### src/rtl/muldiv_pkg.sv
// Shared encodings and defaults for the multi-cycle multiply/divide unit.
package muldiv_pkg;

  localparam int unsigned DEF_WIDTH = 32;

  typedef enum logic [1:0] {
    OP_MULTU = 2'b00,
    OP_MULT  = 2'b01,
    OP_DIVU  = 2'b10,
    OP_DIV   = 2'b11
  } op_e;

  typedef enum logic [1:0] {
    S_IDLE = 2'b00,
    S_RUN  = 2'b01,
    S_FIX  = 2'b10,
    S_DONE = 2'b11
  } state_e;

  function automatic logic op_is_div(input op_e op);
    return (op == OP_DIVU) || (op == OP_DIV);
  endfunction

  function automatic logic op_is_signed(input op_e op);
    return (op == OP_MULT) || (op == OP_DIV);
  endfunction

endpackage

### src/rtl/muldiv_step.sv
// One iteration of shift-add multiply or restoring divide on a 2*WIDTH accumulator.
// Multiply: acc = {partial product, remaining multiplier}. Divide: acc = {remainder, dividend/quotient}.
module muldiv_step
  import muldiv_pkg::*;
#(
  parameter int unsigned WIDTH = DEF_WIDTH
) (
  input  logic [2*WIDTH-1:0] acc,
  input  logic [WIDTH-1:0]   operand,
  input  logic               is_div,
  output logic [2*WIDTH-1:0] nxt_c
);

  logic [WIDTH:0] sum;
  logic [WIDTH:0] rem_sh;
  logic [WIDTH:0] diff;

  always_comb begin
    nxt_c  = acc;
    sum    = '0;
    rem_sh = '0;
    diff   = '0;
    if (!is_div) begin
      sum   = {1'b0, acc[2*WIDTH-1:WIDTH]} + {1'b0, operand & {WIDTH{acc[0]}}};
      nxt_c = {sum, acc[WIDTH-1:1]};
    end else begin
      // Borrow out of the trial subtract means the divisor did not fit: restore.
      rem_sh = acc[2*WIDTH-1:WIDTH-1];
      diff   = rem_sh - {1'b0, operand};
      if (!diff[WIDTH]) begin
        nxt_c = {diff[WIDTH-1:0], acc[WIDTH-2:0], 1'b1};
      end else begin
        nxt_c = {rem_sh[WIDTH-1:0], acc[WIDTH-2:0], 1'b0};
      end
    end
  end

endmodule

### src/rtl/muldiv_unit.sv
// Multi-cycle MULT/MULTU/DIV/DIVU sequencer owning the HI/LO registers.
// One bit per RUN cycle; sign correction and the HI/LO write happen in FIX.
module muldiv_unit
  import muldiv_pkg::*;
#(
  parameter int unsigned WIDTH = DEF_WIDTH
) (
  input  logic             clk,
  input  logic             rst,
  input  logic             start,
  input  logic [1:0]       op,
  input  logic [WIDTH-1:0] oprd1,
  input  logic [WIDTH-1:0] oprd2,
  output logic             busy,
  output logic             done,
  output logic             div_by_zero,
  output logic [WIDTH-1:0] hi,
  output logic [WIDTH-1:0] lo
);

  localparam int unsigned CW = (WIDTH > 1) ? $clog2(WIDTH) : 1;
  localparam logic [CW-1:0] CNT_LAST = CW'(WIDTH - 1);

  state_e             state;
  state_e             state_nxt;
  logic [CW-1:0]      cnt;
  logic [2*WIDTH-1:0] acc;
  logic [2*WIDTH-1:0] acc_step_c;
  logic [WIDTH-1:0]   opnd;
  logic               is_div_q;
  logic               s1_q;
  logic               s2_q;
  logic               dz_q;

  logic               accept_c;
  logic               div_in_c;
  logic               neg1_c;
  logic               neg2_c;
  logic               dz_in_c;
  logic [WIDTH-1:0]   mag1_c;
  logic [WIDTH-1:0]   mag2_c;
  logic [2*WIDTH-1:0] prod_c;
  logic [WIDTH-1:0]   fix_hi_c;
  logic [WIDTH-1:0]   fix_lo_c;

  // Operand decode at accept; magnitudes only for the signed ops.
  always_comb begin
    div_in_c = op_is_div(op_e'(op));
    neg1_c   = op_is_signed(op_e'(op)) && oprd1[WIDTH-1];
    neg2_c   = op_is_signed(op_e'(op)) && oprd2[WIDTH-1];
    dz_in_c  = div_in_c && (oprd2 == '0);
    mag1_c   = neg1_c ? -oprd1 : oprd1;
    mag2_c   = neg2_c ? -oprd2 : oprd2;
    accept_c = start && ((state == S_IDLE) || (state == S_DONE));
  end

  muldiv_step #(
    .WIDTH(WIDTH)
  ) u_step (
    .acc    (acc),
    .operand(opnd),
    .is_div (is_div_q),
    .nxt_c  (acc_step_c)
  );

  always_ff @(posedge clk) begin
    if (rst) begin
      state <= S_IDLE;
    end else begin
      state <= state_nxt;
    end
  end

  always_comb begin
    state_nxt = state;
    case (state)
      S_IDLE:  if (start) state_nxt = dz_in_c ? S_FIX : S_RUN;
      S_RUN:   if (cnt == CNT_LAST) state_nxt = S_FIX;
      S_FIX:   state_nxt = S_DONE;
      S_DONE:  state_nxt = start ? (dz_in_c ? S_FIX : S_RUN) : S_IDLE;
      default: state_nxt = S_IDLE;
    endcase
  end

  always_comb begin
    busy        = (state == S_RUN) || (state == S_FIX);
    done        = (state == S_DONE);
    div_by_zero = (state == S_DONE) && dz_q;
  end

  // Result formatting for the FIX write; sign flags are already gated by the signed ops.
  always_comb begin
    prod_c   = acc;
    fix_hi_c = acc[2*WIDTH-1:WIDTH];
    fix_lo_c = acc[WIDTH-1:0];
    if (dz_q) begin
      fix_hi_c = acc[WIDTH-1:0];
      fix_lo_c = '1;
    end else if (is_div_q) begin
      if (s1_q ^ s2_q) fix_lo_c = -acc[WIDTH-1:0];
      if (s1_q)        fix_hi_c = -acc[2*WIDTH-1:WIDTH];
    end else if (s1_q ^ s2_q) begin
      prod_c   = -acc;
      fix_hi_c = prod_c[2*WIDTH-1:WIDTH];
      fix_lo_c = prod_c[WIDTH-1:0];
    end
  end

  // Datapath: operand capture, iteration, and the HI/LO write.
  always_ff @(posedge clk) begin
    if (rst) begin
      cnt      <= '0;
      acc      <= '0;
      opnd     <= '0;
      is_div_q <= 1'b0;
      s1_q     <= 1'b0;
      s2_q     <= 1'b0;
      dz_q     <= 1'b0;
      hi       <= '0;
      lo       <= '0;
    end else begin
      if (accept_c) begin
        cnt      <= '0;
        is_div_q <= div_in_c;
        s1_q     <= neg1_c;
        s2_q     <= neg2_c;
        dz_q     <= dz_in_c;
        opnd     <= div_in_c ? mag2_c : mag1_c;
        // Divide by zero keeps the raw dividend so HI returns it unmodified.
        if (dz_in_c) begin
          acc <= {{WIDTH{1'b0}}, oprd1};
        end else begin
          acc <= {{WIDTH{1'b0}}, (div_in_c ? mag1_c : mag2_c)};
        end
      end else if (state == S_RUN) begin
        acc <= acc_step_c;
        cnt <= cnt + CW'(1);
      end
      if (state == S_FIX) begin
        hi <= fix_hi_c;
        lo <= fix_lo_c;
      end
    end
  end

endmodule

### config.mk
export PLATFORM = sky130hd
export DESIGN_NAME = muldiv_unit
export DESIGN_NICKNAME = d
export VERILOG_FILES = /design/src/rtl/muldiv_pkg.sv /design/src/rtl/muldiv_step.sv /design/src/rtl/muldiv_unit.sv
export SDC_FILE = /design/constraint.sdc
export NUM_CORES = 1
export LEC_CHECK = 0
export CAP_MARGIN = 0
export CORE_UTILIZATION = 40
export DETAILED_ROUTE_END_ITERATION = 10
export GPL_TIMING_DRIVEN = 0
export PLACE_DENSITY = 0.71
export SLEW_MARGIN = 20
export SYNTH_ARGS = -nofsm -noshare
export SYNTH_HDL_FRONTEND = slang
export SYNTH_SLANG_ARGS = --single-unit
### constraint.sdc
create_clock -name clk -period 4.65 [get_ports clk]
set_input_delay 1.1625 -clock clk [delete_from_list [all_inputs] [get_ports clk]]
set_output_delay 1.1625 -clock clk [all_outputs]
set_load 0.01 [all_outputs]
==> results.md <==
- P_leak: 6.76 nW
- Critical Path AT: 4710 ps
- Seq cells post-synth: 171
- Area leader, netlist: dfxtp_1
- Hold Vio Cnt, Final: 0
- Initial antenna violation count: 0
- Cell family with most CP delay: simple AND/OR/NAND/NOR gates
- Drt pass-1 iters: 6
- YS warnings: 0
- Initial DRC Count: 1915
- CP startpoint: acc[0]$_SDFFE_PP0P_
- Share of flip-flops with an asynchronous set or reset: 0
- Final Worst Setup Slack: 231 ps
- ANT nets after route: 0
- Share of cells above drive strength 1: 0.0413
- Worst vdd ir: 0.415 mV
- Mapped Nets: 2232
- F_max: 226 MHz
- Crit path capture: hi[8]$_SDFFE_PP0P_
- Die height: 196 um
- Crit path depth: 14
- Core area: 36900 um^2
- Seq/Total Area, Yosys: 0.227
- Total CTS buffers: 17
- Pwr/cell area: 678 nW/um^2
- Area grow syn2layout: 16.9%
- Post-Syn Area: 15100 um^2
- Status: completed
- DP HPWL: 48.9 mm
- Worst hold path type: reg -> reg
- Routed WL: 61.0 mm
- Slew Viols, Final: 0
- Commonest register cell after synthesis: dfxtp_1
- Setup violators final: 0
- CTS max path bufs: 2
- Unrepaired setup endpoints after global routing: false
- Post-CTS Resized: 0
- Setup WS pre-CTS: 251 ps
- Post-synthesis cell count: 2086
- Slew headroom: 0.258
- FF-to-FF setup slack: 230 ps
- Bufs and invs on worst path: 4
- # diodes: 0
- Setup crit start kind: flip-flop
- Pin count of the biggest net entering global routing: 17
- Starting Density: 0.410
- Grt ovf: 0
- PortBufs: 135
- Max-Cap Viols: 0
- Routed len/inst: 22.1 um
- Post-CTS Hold Buffers: 0
- CTS tree: done
- Setup bufs post-CTS: 0
- R2R Path Start: acc[0]$_SDFFE_PP0P_
- Sum Neg Setup Slack: 0 ps
- Post-synth EDFFs: 0
- Minimum clock period: 4420 ps
- Slowest CP cell: clkbuf_1
- Worst-skew pair later-pin latency: 450 ps
- Clock transition at path regs: 80 ps
- Type of the worst setup path: reg -> reg
- Row count: 70
- Htree depth: 4
- Required time of the critical path: 4940 ps
- Synth area leaders: dfxtp_1 23%, nor2_1 7.7%, a21oi_1 6.9%
- Critical-path cell list: clkbuf_1 -> inv_1 -> clkbuf_1 -> ha_1 -> or3b_2 -> nor4_1 -> and4_1 -> buf_2 -> nor2_1 -> o21ai_0 -> xor2_1 -> nor2_1 -> a211oi_1 -> nor3_1
- RR Endpoint: hi[8]$_SDFFE_PP0P_
- Clock sink count: 171
- Vias in the first global route: 15600
- Max incr delay on CP: 660 ps
- Worst Reg-to-Reg Cells: 14
- Top cell type's share of synthesized area: 0.227
- Nets: 2386
- CP Max Fanout: 10
- Critical path capture point type: flip-flop
- # IOs: 136
- Vias per cell: 6.06
- Period utilisation layout: 0.950
- Root Driver: clkbuf_16
- DRC violation count after routing: 0
- Full die area: 38600 um^2
- Synth cell types: 90
- Final setup skew: 18.8 ps
- Worst-Margin Slew: 1110 ps
- Via count: 16700
- GPL Wtd Cong: 1.01
- All-Layer GR Usage: 0.310
- Mean Syn Cell Area: 7.24 um^2
- First-pass GRT wire length: 92.1 mm
- Width of the die: 196 um
-- layout make-up --
| cell class | instances | area, um^2 |
|---|---|---|
| tap | 504 | 631 |
| inverter | 67 | 251 |
| clock inverter | 13 | 134 |
| fill | 3684 | 19200 |
| buffer | 152 | 618 |
| clock buffer | 18 | 429 |
| sequential | 171 | 3420 |
| timing repair buffer | 135 | 1350 |
| multi-input combinational | 1696 | 10800 |
-- worst min path at each step --
stage               cells past startpoint  slack (ps)                     to                   from
finish                                  2         450  opnd[24]$_SDFFE_PP0P_  opnd[24]$_SDFFE_PP0P_
global route                            2         480  opnd[18]$_SDFFE_PP0P_  opnd[18]$_SDFFE_PP0P_
CTS                                     2         450  opnd[27]$_SDFFE_PP0P_  opnd[27]$_SDFFE_PP0P_
detailed placement                      2         450  opnd[27]$_SDFFE_PP0P_  opnd[27]$_SDFFE_PP0P_
global placement                        2         440   opnd[7]$_SDFFE_PP0P_   opnd[7]$_SDFFE_PP0P_
floorplan                               2         430  opnd[24]$_SDFFE_PP0P_  opnd[24]$_SDFFE_PP0P_
-- stage by stage --
step	instances	util	hold WS [ps]	power (mW)	cell area, um^2
floorplan	2086	-	432	7.65	15100
global placement	2725	0.464	444	10.2	17100
detailed placement	2725	0.464	447	10.3	17100
CTS	2756	0.479	455	11.7	17700
global route	2756	0.479	476	12.6	17700
finish	2756	0.479	455	12.0	17700
-- registers in the layout (all words and copies together) (netlist names) --
signal and flops:
dz_q 1, acc 64, s1_q 1, cnt 5, hi 32, opnd 32, state 2, lo 32
is_div_q 1, s2_q 1
-- synthesized netlist by cell type, types with 4 or more instances --
cell type / number
nor2_1: 311
a21oi_1: 209
dfxtp_1: 171
nand2_1: 166
clkbuf_1: 129
o21ai_0: 99
a211oi_1: 95
xnor2_1: 84
xor2_1: 83
ha_1: 75
mux2i_1: 71
inv_1: 65
nor3_1: 48
o22ai_1: 48
o211ai_1: 35
nand3_1: 27
a21o_1: 26
a31oi_1: 23
nand2b_1: 21
nor2b_1: 21
o21a_1: 20
o31ai_1: 16
and3_1: 15
and2_1: 14
mux2_2: 13
nor4_1: 13
nand4_1: 11
o21ai_1: 11
or3_1: 10
a41oi_1: 8
buf_2: 8
buf_4: 8
or2_2: 8
a311oi_1: 7
o31a_1: 7
or4_1: 7
and4_1: 6
buf_1: 6
o221ai_1: 6
a211o_1: 5
o21bai_1: 5
nor3b_1: 4
-- kinds of logic after synthesis --
kind of cell,after synthesis,synth area share
buffers and inverters,219,0.0575
adder cells (fa/ha/maj),77,0.0647
XOR/XNOR,168,0.0979
multiplexers,84,0.0567
AO/OA/AOI/OAI,665,0.284
AND/OR/NAND/NOR,702,0.213
flip-flops,171,0.227
-- cell usage in the layout (no fill, tap or decap), types with 8 or more instances in the layout --
cell type	n
a211oi_1	95
a21o_1	26
a21oi_1	209
a31oi_1	23
a41oi_1	8
and2_1	14
and3_1	15
buf_2	8
buf_4	8
clkbuf_1	130
clkbuf_16	17
clkdlybuf4s50_1	135
dfxtp_1	171
ha_1	75
inv_1	65
mux2_2	13
mux2i_1	71
nand2_1	166
nand2b_1	21
nand3_1	27
nand4_1	11
nor2_1	311
nor2b_1	21
nor3_1	48
nor4_1	13
o211ai_1	35
o21a_1	20
o21ai_0	99
o21ai_1	11
o22ai_1	48
o31ai_1	16
or2_2	8
or3_1	10
xnor2_1	83
xor2_1	83
-- worst reg2reg max path: stages (launching register included) --
cell      delay, ps
dfxtp_1         300
clkbuf_1        240
inv_1           200
clkbuf_1        660
ha_1            350
or3b_2          480
nor4_1          580
and4_1          260
buf_2           190
nor2_1           90
o21ai_0         230
xor2_1          200
nor2_1           60
a211oi_1        350
nor3_1           90
-- report_power, final --
group / total, mW / internal [mW] / switching (mW) / leakage, nW
combinational: 8.15 / 3.04 / 5.11 / 5.09
sequential: 2.40 / 1.92 / 0.478 / 1.40
clock: 1.43 / 0.750 / 0.684 / 0.266
-- routing by layer --
metal  track usage  share of wire  vias to the layer above  wire (um)
li1              -              -                     7808          -
met1         0.422           0.44                     7903      26800
met3        0.0551          0.088                      119       5360
met5             0              0                        -          0
met2         0.485           0.44                      859      26600
met4         0.120          0.037                        0       2280
(Power assumes the default switching activity.)
